[src/rtl/iobus_timer_pkg.sv]
// rtl/iobus_timer_pkg.sv - register offsets, field indices and FSM state type for the IOBUS timer
package otter_iobus_pkg;

  localparam logic [31:0] CTRL_OFS  = 32'h0;
  localparam logic [31:0] LOAD_OFS  = 32'h4;
  localparam logic [31:0] COUNT_OFS = 32'h8;
  localparam logic [31:0] STAT_OFS  = 32'hC;

  localparam int CTRL_EN_BIT    = 0;
  localparam int CTRL_AUTO_BIT  = 1;
  localparam int CTRL_IRQ_BIT   = 2;
  localparam int CTRL_PRESC_LSB = 8;

  localparam int STAT_EXP_BIT = 0;
  localparam int STAT_RUN_BIT = 1;

  typedef enum logic [1:0] {TMR_IDLE, TMR_RUN, TMR_DONE} tmr_state_t;

endpackage

[src/rtl/iobus_timer_if.sv]
// rtl/iobus_timer_if.sv - MCU IOBUS signals seen by the timer, plus its read data and interrupt
interface iobus_timer_if;

  logic [31:0] IOBUS_ADDR;
  logic [31:0] IOBUS_OUT;
  logic        IOBUS_WR;
  logic [31:0] RD_DATA;
  logic        RD_HIT;
  logic        INTR;

  modport master (
    output IOBUS_ADDR, IOBUS_OUT, IOBUS_WR,
    input  RD_DATA, RD_HIT, INTR
  );

  modport slave (
    input  IOBUS_ADDR, IOBUS_OUT, IOBUS_WR,
    output RD_DATA, RD_HIT, INTR
  );

endinterface

[src/rtl/iobus_timer_prescaler.sv]
// rtl/iobus_timer_prescaler.sv - divide-by-(PRESC+1) tick generator for the countdown timer
module timer_prescaler #(
  parameter int PRESC_W = 8
) (
  input  logic               CLK,
  input  logic               RESET_N,
  input  logic               EN,
  input  logic               CLR,
  input  logic [PRESC_W-1:0] PRESC,
  output logic               TICK
);

  logic [PRESC_W-1:0] pcnt;

  // A PRESC lowered below pcnt is not caught here: pcnt runs up and wraps before matching.
  assign TICK = EN && (pcnt == PRESC);

  always_ff @(posedge CLK or negedge RESET_N) begin
    if (!RESET_N) begin
      pcnt <= '0;
    end else if (CLR || TICK) begin
      pcnt <= '0;
    end else if (EN) begin
      pcnt <= pcnt + 1'b1;
    end
  end

endmodule

[src/rtl/iobus_timer.sv]
// rtl/iobus_timer.sv - memory-mapped countdown timer on the MCU IOBUS with expiry interrupt
module iobus_timer
  import otter_iobus_pkg::*;
#(
  parameter logic [31:0] BASE_AD = 32'h11200000,
  parameter int          PRESC_W = 8
) (
  input  logic          CLK,
  input  logic          RESET_N,
  iobus_timer_if.slave  bus
);

  tmr_state_t         state_q, state_d;
  logic               ctrl_en, ctrl_auto, ctrl_irq_en;
  logic [PRESC_W-1:0] ctrl_presc;
  logic [31:0]        load_q, count_q;
  logic               exp_q, intr_q;

  logic hit_ctrl, hit_load, hit_count, hit_stat;
  logic wr_ctrl, wr_load, wr_stat, wr_en;
  logic start, stop, run_en, tick, expire;
  logic [31:0] ctrl_rd, stat_rd;

  assign hit_ctrl  = (bus.IOBUS_ADDR == BASE_AD + CTRL_OFS);
  assign hit_load  = (bus.IOBUS_ADDR == BASE_AD + LOAD_OFS);
  assign hit_count = (bus.IOBUS_ADDR == BASE_AD + COUNT_OFS);
  assign hit_stat  = (bus.IOBUS_ADDR == BASE_AD + STAT_OFS);

  assign wr_ctrl = bus.IOBUS_WR && hit_ctrl;
  assign wr_load = bus.IOBUS_WR && hit_load;
  assign wr_stat = bus.IOBUS_WR && hit_stat;
  assign wr_en   = bus.IOBUS_OUT[CTRL_EN_BIT];

  // EN is only ever set together with entering RUN and cleared on leaving it.
  assign ctrl_en = (state_q == TMR_RUN);
  assign start   = wr_ctrl && wr_en && !ctrl_en;
  assign stop    = wr_ctrl && !wr_en && ctrl_en;
  assign run_en  = ctrl_en && !stop;
  assign expire  = tick && (count_q == 32'd0);

  timer_prescaler #(.PRESC_W(PRESC_W)) u_presc (
    .CLK     (CLK),
    .RESET_N (RESET_N),
    .EN      (run_en),
    .CLR     (start),
    .PRESC   (ctrl_presc),
    .TICK    (tick)
  );

  always_ff @(posedge CLK or negedge RESET_N) begin
    if (!RESET_N) begin
      state_q <= TMR_IDLE;
    end else begin
      state_q <= state_d;
    end
  end

  always_comb begin
    state_d = state_q;
    unique case (state_q)
      TMR_IDLE, TMR_DONE: begin
        if (start) state_d = TMR_RUN;
      end
      TMR_RUN: begin
        if (stop)                         state_d = TMR_IDLE;
        else if (expire && !ctrl_auto)    state_d = TMR_DONE;
      end
      default: state_d = TMR_IDLE;
    endcase
  end

  always_ff @(posedge CLK or negedge RESET_N) begin
    if (!RESET_N) begin
      ctrl_auto   <= 1'b0;
      ctrl_irq_en <= 1'b0;
      ctrl_presc  <= '0;
      load_q      <= '0;
    end else begin
      if (wr_ctrl) begin
        ctrl_auto   <= bus.IOBUS_OUT[CTRL_AUTO_BIT];
        ctrl_irq_en <= bus.IOBUS_OUT[CTRL_IRQ_BIT];
        ctrl_presc  <= bus.IOBUS_OUT[CTRL_PRESC_LSB +: PRESC_W];
      end
      if (wr_load) load_q <= bus.IOBUS_OUT;
    end
  end

  // A LOAD write only lands in load_q, so a running count is untouched until the next reload.
  always_ff @(posedge CLK or negedge RESET_N) begin
    if (!RESET_N) begin
      count_q <= '0;
    end else if (start) begin
      count_q <= load_q;
    end else if (expire) begin
      if (ctrl_auto) count_q <= load_q;
    end else if (tick) begin
      count_q <= count_q - 32'd1;
    end
  end

  // Expiry set beats a same-cycle W1C so software cannot lose an event.
  always_ff @(posedge CLK or negedge RESET_N) begin
    if (!RESET_N) begin
      exp_q  <= 1'b0;
      intr_q <= 1'b0;
    end else begin
      if (expire)                                    exp_q <= 1'b1;
      else if (wr_stat && bus.IOBUS_OUT[STAT_EXP_BIT]) exp_q <= 1'b0;
      intr_q <= expire && ctrl_irq_en;
    end
  end

  always_comb begin
    ctrl_rd                               = '0;
    ctrl_rd[CTRL_EN_BIT]                  = ctrl_en;
    ctrl_rd[CTRL_AUTO_BIT]                = ctrl_auto;
    ctrl_rd[CTRL_IRQ_BIT]                 = ctrl_irq_en;
    ctrl_rd[CTRL_PRESC_LSB +: PRESC_W]    = ctrl_presc;
    stat_rd                               = '0;
    stat_rd[STAT_EXP_BIT]                 = exp_q;
    stat_rd[STAT_RUN_BIT]                 = ctrl_en;
  end

  always_comb begin
    bus.RD_DATA = '0;
    if (hit_ctrl)  bus.RD_DATA = ctrl_rd;
    if (hit_load)  bus.RD_DATA = load_q;
    if (hit_count) bus.RD_DATA = count_q;
    if (hit_stat)  bus.RD_DATA = stat_rd;
  end

  assign bus.RD_HIT = hit_ctrl || hit_load || hit_count || hit_stat;
  assign bus.INTR   = intr_q;

endmodule

[src/flat_wrapper.sv]
// flat-port wrapper written by rule: the top's interface ports become plain ports
module iobus_timer_flat import otter_iobus_pkg::*;
#(
  parameter logic [31:0] BASE_AD = 32'h11200000,
  parameter int          PRESC_W = 8
)
  (CLK, RESET_N, bus_IOBUS_ADDR, bus_IOBUS_OUT, bus_IOBUS_WR, bus_RD_DATA, bus_RD_HIT, bus_INTR);
  iobus_timer_if bus_i ();
  input  logic CLK;
  input  logic RESET_N;
  input wire logic [$bits(bus_i.IOBUS_ADDR)-1:0] bus_IOBUS_ADDR;
  input wire logic [$bits(bus_i.IOBUS_OUT)-1:0] bus_IOBUS_OUT;
  input wire logic [$bits(bus_i.IOBUS_WR)-1:0] bus_IOBUS_WR;
  output wire logic [$bits(bus_i.RD_DATA)-1:0] bus_RD_DATA;
  output wire logic [$bits(bus_i.RD_HIT)-1:0] bus_RD_HIT;
  output wire logic [$bits(bus_i.INTR)-1:0] bus_INTR;
  assign bus_i.IOBUS_ADDR = bus_IOBUS_ADDR;
  assign bus_i.IOBUS_OUT = bus_IOBUS_OUT;
  assign bus_i.IOBUS_WR = bus_IOBUS_WR;
  assign bus_RD_DATA = bus_i.RD_DATA;
  assign bus_RD_HIT = bus_i.RD_HIT;
  assign bus_INTR = bus_i.INTR;
  iobus_timer #(.BASE_AD(BASE_AD), .PRESC_W(PRESC_W)) u_core (.CLK(CLK), .RESET_N(RESET_N), .bus(bus_i));
endmodule
[config.mk]
export PLATFORM = sky130hd
export DESIGN_NAME = iobus_timer_flat
export DESIGN_NICKNAME = d
export VERILOG_FILES = /design/src/rtl/iobus_timer_pkg.sv /design/src/rtl/iobus_timer_if.sv /design/src/rtl/iobus_timer_prescaler.sv /design/src/rtl/iobus_timer.sv /design/src/flat_wrapper.sv
export SDC_FILE = /design/constraint.sdc
export NUM_CORES = 1
export LEC_CHECK = 0
export CORE_MARGIN = 2
export CORE_UTILIZATION = 35
export DETAILED_ROUTE_END_ITERATION = 10
export SLEW_MARGIN = 30
export SYNTH_ARGS = -nofsm -noshare
export SYNTH_HDL_FRONTEND = slang
export SYNTH_SLANG_ARGS = --single-unit
[constraint.sdc]
create_clock -name CLK -period 3.4 [get_ports CLK]
set_clock_uncertainty 0.15 [all_clocks]
set_input_delay 0.34 -clock CLK [delete_from_list [all_inputs] [get_ports CLK]]
set_output_delay 0.34 -clock CLK [all_outputs]
set_load 0.1 [all_outputs]
==> impl_results.md, run 1 <==
- Status: completed
- Post-route minimum period: 3.251 ns
- Ratio of cells with drive above 1 in the final layout: 23.16%
- Core Util, Final: 50.41%
- Yosys Warn Count: 0
- Initial antenna violation count: 0
- Critical Path AT: 3.37 ns
- Crit. End Element: register
- Core area: 13830 sq um
- Initial Util: 35.69%
- Drt wl/cell: 18.51 um
- Post-synth top area share: 43.61%
- Initial detailed-routing violation count: 284
- Drt first pass iters: 5
- Largest net degree at the start of global routing: 48
- Cell count after synthesis: 530
- LEAKAGE: 2.932 nW
- Average footprint of a synthesized cell: 9.311 sq um
- Clock Root Buffer: clkbuf_16
- Reg area: 2152 sq um
- Most common cell after layout, fill and taps aside: dfrtp_1
- Clk sinks: 86
- Layout Nets: 717
- Asr flop ratio synth: 100.0%
- Chip height: 122.7 um
- Synth area leader: dfrtp_1
- Vias: 4717
- Vias in the first global route: 4769
- Fill cell count: 1238
- CTS tree: done
- Distinct cell type count of the synthesized netlist: 58
- Maximum operating frequency: 307.6 MHz
- Slew Viols, Final: 0
- Maximum VDD drop: 0.1940 mV
- Unrepaired setup endpoints after global routing: false
- H-tree levels: 3
- First-pass GRT wire length: 25050 um
- Synthesis-to-finish area growth: 41.25%
- # rows: 43
- Final setup viols: 0
- Critical Path RT: 3.52 ns
- Most frequent cells in the layout: dfrtp_1, clkdlybuf4s50_1, nor2_1
- Most common flop cell mapped by yosys: dfrtp_1
- Clock slew at reported path FFs: 0.06 ns
- WL final: 15400 um
- Final period utilization: 95.62%
- Mapped Area: 4935 sq um
- Die width: 122.7 um
- Num ports: 101
- Maximum fanout along the worst path: 15
- # diodes: 0
- Setup CP Type: register to register
- Vias/cell: 5.669
- Relative slew slack: 34.50%
- Syn Nets: 600
- Hold Fails Final Rpt: 0
- Port Buffers: 100
- Gr usage total: 21.54%
- Total power: 2.049 mW
- Max-Cap Viols: 0
- CTS buffer count: 9
- Cell area after placement: 6683 sq um
- Power Density: 293.9 nW/um^2
- FF+latch count, synth: 86
- Area of the multi-input gates: 2656 sq um
- Placer Congestion: 0.9266
- Final instance area: 6970 sq um
- Number of remaining DRC errors: 0
- Maximum clock insertion buffer count: 2
- Hold Path Class: register to register
- Area contributors post-synth: dfrtp_1, mux2_2, nor2_1
- Pin slew with the least headroom to its limit: 0.9794 ns
- Setup tns final: 0 ns
- Post-synth EDFFs: 0
- DP HPWL: 11440 um
- Antenna viol nets, final: 0
- Remaining Overflow, GRT: 0
- Sequential area share after synthesis: 43.61%
- Startpoint Class: register
- Clk_lat worst skew: 0.35 ns
- Die area: 15070 sq um
flip-flops by register name, indices dropped and copies added (netlist names):
| register | cells |
|---|---|
| u_core.load_q | 32 |
| u_core.ctrl_presc | 8 |
| u_core.state_q | 2 |
| u_core.exp_q | 1 |
| u_core.bus.INTR | 1 |
| u_core.count_q | 32 |
| u_core.u_presc.pcnt | 8 |
| u_core.ctrl_irq_en | 1 |
| u_core.ctrl_auto | 1 |
stage by stage:
stage / hold slack (ns) / worst slack [ns] / std cells
finish: 0.3598 / 0.1488 / 832
global route: 0.3990 / 0.02011 / 832
CTS: 0.3670 / 0.1059 / 832
detailed placement: 0.2521 / 0.1232 / 815
global placement: 0.2574 / 0.2211 / 815
floorplan: -0.1056 / 0.05548 / 530
layer usage:
metal / GRT usage [%] / vias to the layer above / part of all wire [%]
met2: 35.15 / 164 / 51
li1: - / 2186 / -
met1: 28.64 / 2348 / 43
met4: 7.256 / 0 / 1.6
met5: 0 / - / 0
met3: 4.089 / 19 / 5.2
Yosys cell counts (3+ instances only):
cell	instances
nand3b_1	3
nor4_1	17
mux2i_1	11
nand2_1	45
nor2_1	58
nand4_1	5
a21oi_1	42
and3_1	5
ha_1	3
nor4b_1	7
o211ai_1	4
and2_1	3
buf_2	3
xor2_1	12
a22o_1	21
clkbuf_1	20
a211oi_1	4
mux2_2	39
nor3_1	18
o21ai_1	5
or4_1	3
nand3_1	13
dfrtp_1	86
or3_1	3
o31ai_1	4
o21ai_0	31
nor2b_1	5
a31oi_1	6
inv_1	14
layout make-up:
cell class	instances	share of cell area [%]
Clock buffer	12	3.393
Clock inverter	4	0.3411
Timing Repair Buffer	134	23.30
Inverter	14	0.7539
Sequential cell	86	30.87
Multi-Input combinational cell	402	38.11
Tap cell	180	3.231
what timing repair did:
item,in CTS,in global routing
buffers inserted,0,0
hold buffers,1,0
setup endpoints to repair,0,5
hold endpoints to repair,45,0
resized for setup,0,4
cell families (layout without fill, tap and decap cells):
kind of cell	Yosys count	count (layout)	synth area share, %
multiplexers	52	52	12.04
flip-flops	86	86	43.61
AO/OA/AOI/OAI	137	137	17.77
buffers and inverters	42	164	3.524
adder cells (fa/ha/maj)	3	3	0.7607
AND/OR/NAND/NOR	196	196	19.80
XOR/XNOR	14	14	2.485
path summary, 6_finish.rpt:
kind | startpoint | endpoint | slack, ns | cells after the start
max in group asynchronous | RESET_N | u_core.load_q[13] | 1.97 | 3
worst min register to register | u_core.load_q[19] | u_core.count_q[19] | 0.36 | 1
worst max register to register | u_core.count_q[14] | u_core.count_q[9] | 0.15 | 8
worst max-delay path | u_core.count_q[14] | u_core.count_q[9] | 0.15 | 8
worst min-delay path | u_core.load_q[19] | u_core.count_q[19] | 0.36 | 1
min in group asynchronous | RESET_N | u_core.count_q[27] | 0.40 | 2
critical path, stage by stage, from the launching register on:
cell	delay, ns
dfrtp_1	0.42
or4_1	0.56
or4b_4	0.57
or4b_4	0.60
o21ai_4	0.21
buf_4	0.24
a21oi_1	0.06
o31a_1	0.24
a21oi_1	0.13
report_power, final:
| part | internal, mW | leakage [nW] | switching (mW) | total, mW |
|---|---|---|---|---|
| logic | 0.0783 | 1.70 | 0.0476 | 0.126 |
| clock network | 0.493 | 0.130 | 0.406 | 0.899 |
| registers | 1.02 | 1.10 | 0.000000142 | 1.02 |
Note: power is estimated with default switching activity, not from simulation.
==> inputs of run 2 (changes only) <==
--- a/config.mk
+++ b/config.mk
@@ -5,7 +5,7 @@
 export SDC_FILE = /design/constraint.sdc
 export NUM_CORES = 1
 export LEC_CHECK = 0
-export CORE_MARGIN = 2
+export CORE_MARGIN = 8
 export CORE_UTILIZATION = 35
 export DETAILED_ROUTE_END_ITERATION = 10
 export SLEW_MARGIN = 30
==> run 2 against run 1 <==
  * Maximum frequency up 0.77%
  * Via count down 1.2%
  * Cell count up 0.24%
  * Global-route usage down 3.6 points
  * Power up 0.33%
  * Critical path depth unchanged
  * Largest cell class unchanged
  * Clock power up 0.9%
  * Combinational power about the same
  * Sequential share of layout area about the same
  * Non-clock buffer count up 2
  * Worst setup slack better by 0.025 ns
  * Largest power group unchanged
==> impl_results.md, run 2 (synthesis gave the netlist of run 1 again) <==
- Largest net degree at the start of global routing: 65
- Relative slew slack: 34.25%
- Post-CTS setup buffer count: 0
- Worst setup path end: u_core.count_q[7]
- Final period utilization: 94.90%
- Hold Path Class: register to register
- Drt first pass iters: 7
- Critical Path AT: 3.29 ns
- Unrepaired setup endpoints after global routing: false
- Chip height: 134.7 um
- Remaining Overflow, GRT: 0
- Hold slack: 0.3541 ns
- Total power: 2.055 mW
- Antenna viol nets, final: 0
- Setup slack, reg-to-reg: 0.17 ns
- Port Buffers: 100
- Cell area after placement: 6698 sq um
- Layout Nets: 719
- Maximum fanout along the worst path: 15
- Drt wl/cell: 19.16 um
- Non-Filler Instances: 834
- Initial antenna violation count: 0
- Initial Util: 35.69%
- Critical Path RT: 3.46 ns
- Clk_lat worst skew: 0.35 ns
- Die width: 134.7 um
- Post-route minimum period: 3.226 ns
- Crit Reg-Reg Endpoint: u_core.count_q[7]
- Placer Congestion: 0.8697
- CP Launch Point: u_core.count_q[14]
- Setup tns final: 0 ns
- Initial detailed-routing violation count: 338
- Maximum clock insertion buffer count: 2
- # rows: 43
- Maximum VDD drop: 0.2842 mV
- Most common cell after layout, fill and taps aside: dfrtp_1
- Vias/cell: 5.589
- Vias in the first global route: 4883
- LEAKAGE: 2.944 nW
- First-pass GRT wire length: 26000 um
- Met3 Track Usage GR: 5.015%
- Hold Fails Final Rpt: 0
- Die area: 18150 sq um
- Most frequent cells in the layout: dfrtp_1, clkdlybuf4s50_1, nor2_1
- Post-Place Cells: 817
- WL final: 15980 um
- Vias: 4661
- Final instance area: 6980 sq um
- Gr usage total: 17.97%
- Ratio of cells with drive above 1 in the final layout: 23.09%
- Met2 GRT Util: 29.50%
- Synthesis-to-finish area growth: 41.46%
- Most crowded layer after global routing: met2
- Max-Cap Viols: 0
- Power Density: 294.4 nW/um^2
- Clk sinks: 86
- Core area: 13830 sq um
- CTS tree: done
- Clock slew at reported path FFs: 0.06 ns
- H-tree levels: 3
- Largest regs: u_core.count_q (32), u_core.load_q (32)
- Fill cell count: 1282
- Crit. End Element: register
- FF-to-FF Start: u_core.count_q[14]
- Num ports: 101
- DP HPWL: 11910 um
- Routing usage on met1: 21.99%
- Pin slew with the least headroom to its limit: 0.9772 ns
- # diodes: 0
- Maximum operating frequency: 309.9 MHz
- CTS buffer count: 9
- Final setup viols: 0
- Clock Root Buffer: clkbuf_16
- Status: completed
- Setup CP Type: register to register
- Number of remaining DRC errors: 0
- Worst r2r path cells: 8
- Startpoint Class: register
- Slew Viols, Final: 0
==> run 2: critical path: stages, from the launching register on <==
cell and delay (ns):
dfrtp_1 0.41, or4_1 0.54, or4b_1 0.61, or4b_4 0.62, o21ai_4 0.19, buf_4 0.24, a21oi_1 0.05, o21ai_0 0.16
o211ai_1 0.11
==> run 2: how the worst min path moves through the flow <==
stage / start / depth (start not counted) / end
2_1_floorplan: RESET_N / 0 / u_core.bus.INTR
3_3_place_gp: u_core.exp_q / 2 / u_core.exp_q
3_5_place_dp: RESET_N / 1 / u_core.count_q[27]
4_1_cts: u_core.load_q[19] / 1 / u_core.count_q[19]
5_1_grt: u_core.load_q[19] / 1 / u_core.count_q[19]
6_report: u_core.load_q[19] / 1 / u_core.count_q[19]
==> run 2: final cells by class <==
type / count / area (sq um) / share of cell area, %
multi-input cells: 402 / 2643 / 37.86
clock buffers: 12 / 246.5 / 3.531
clock inverters: 4 / 22.52 / 0.3226
well taps: 180 / 225.2 / 3.226
flip-flops and latches: 86 / 2152 / 30.83
repair buffers: 136 / 1639 / 23.48
inverters: 14 / 52.55 / 0.7528
==> run 2: through the flow <==
step / util (%) / setup slack [ns]
2_1_floorplan: - / 0.05548
3_3_place_gp: 48.44 / 0.06280
3_5_place_dp: 48.44 / 0.09709
5_1_grt: 50.48 / 0.0002551
4_1_cts: 50.46 / 0.08223
6_report: 50.48 / 0.1736
==> run 2: repair_timing <==
item,4_1_cts,5_1_grt
gates resized for setup,0,1
hold buffers,1,0
setup endpoints to repair,0,1
hold endpoints to repair,62,0
==> run 2: power by group <==
group / leakage, nW / switching [mW] / total, mW / internal, mW
combinational: 1.71 / 0.0472 / 0.125 / 0.0782
clock: 0.132 / 0.395 / 0.907 / 0.511
sequential: 1.10 / 0.000000138 / 1.02 / 1.02
==> run 2: layer usage <==
layer	vias up	part of all wire, %
met5	-	0
met4	0	2.4
met3	27	6.0
met2	140	48
met1	2301	43
li1	2193	-
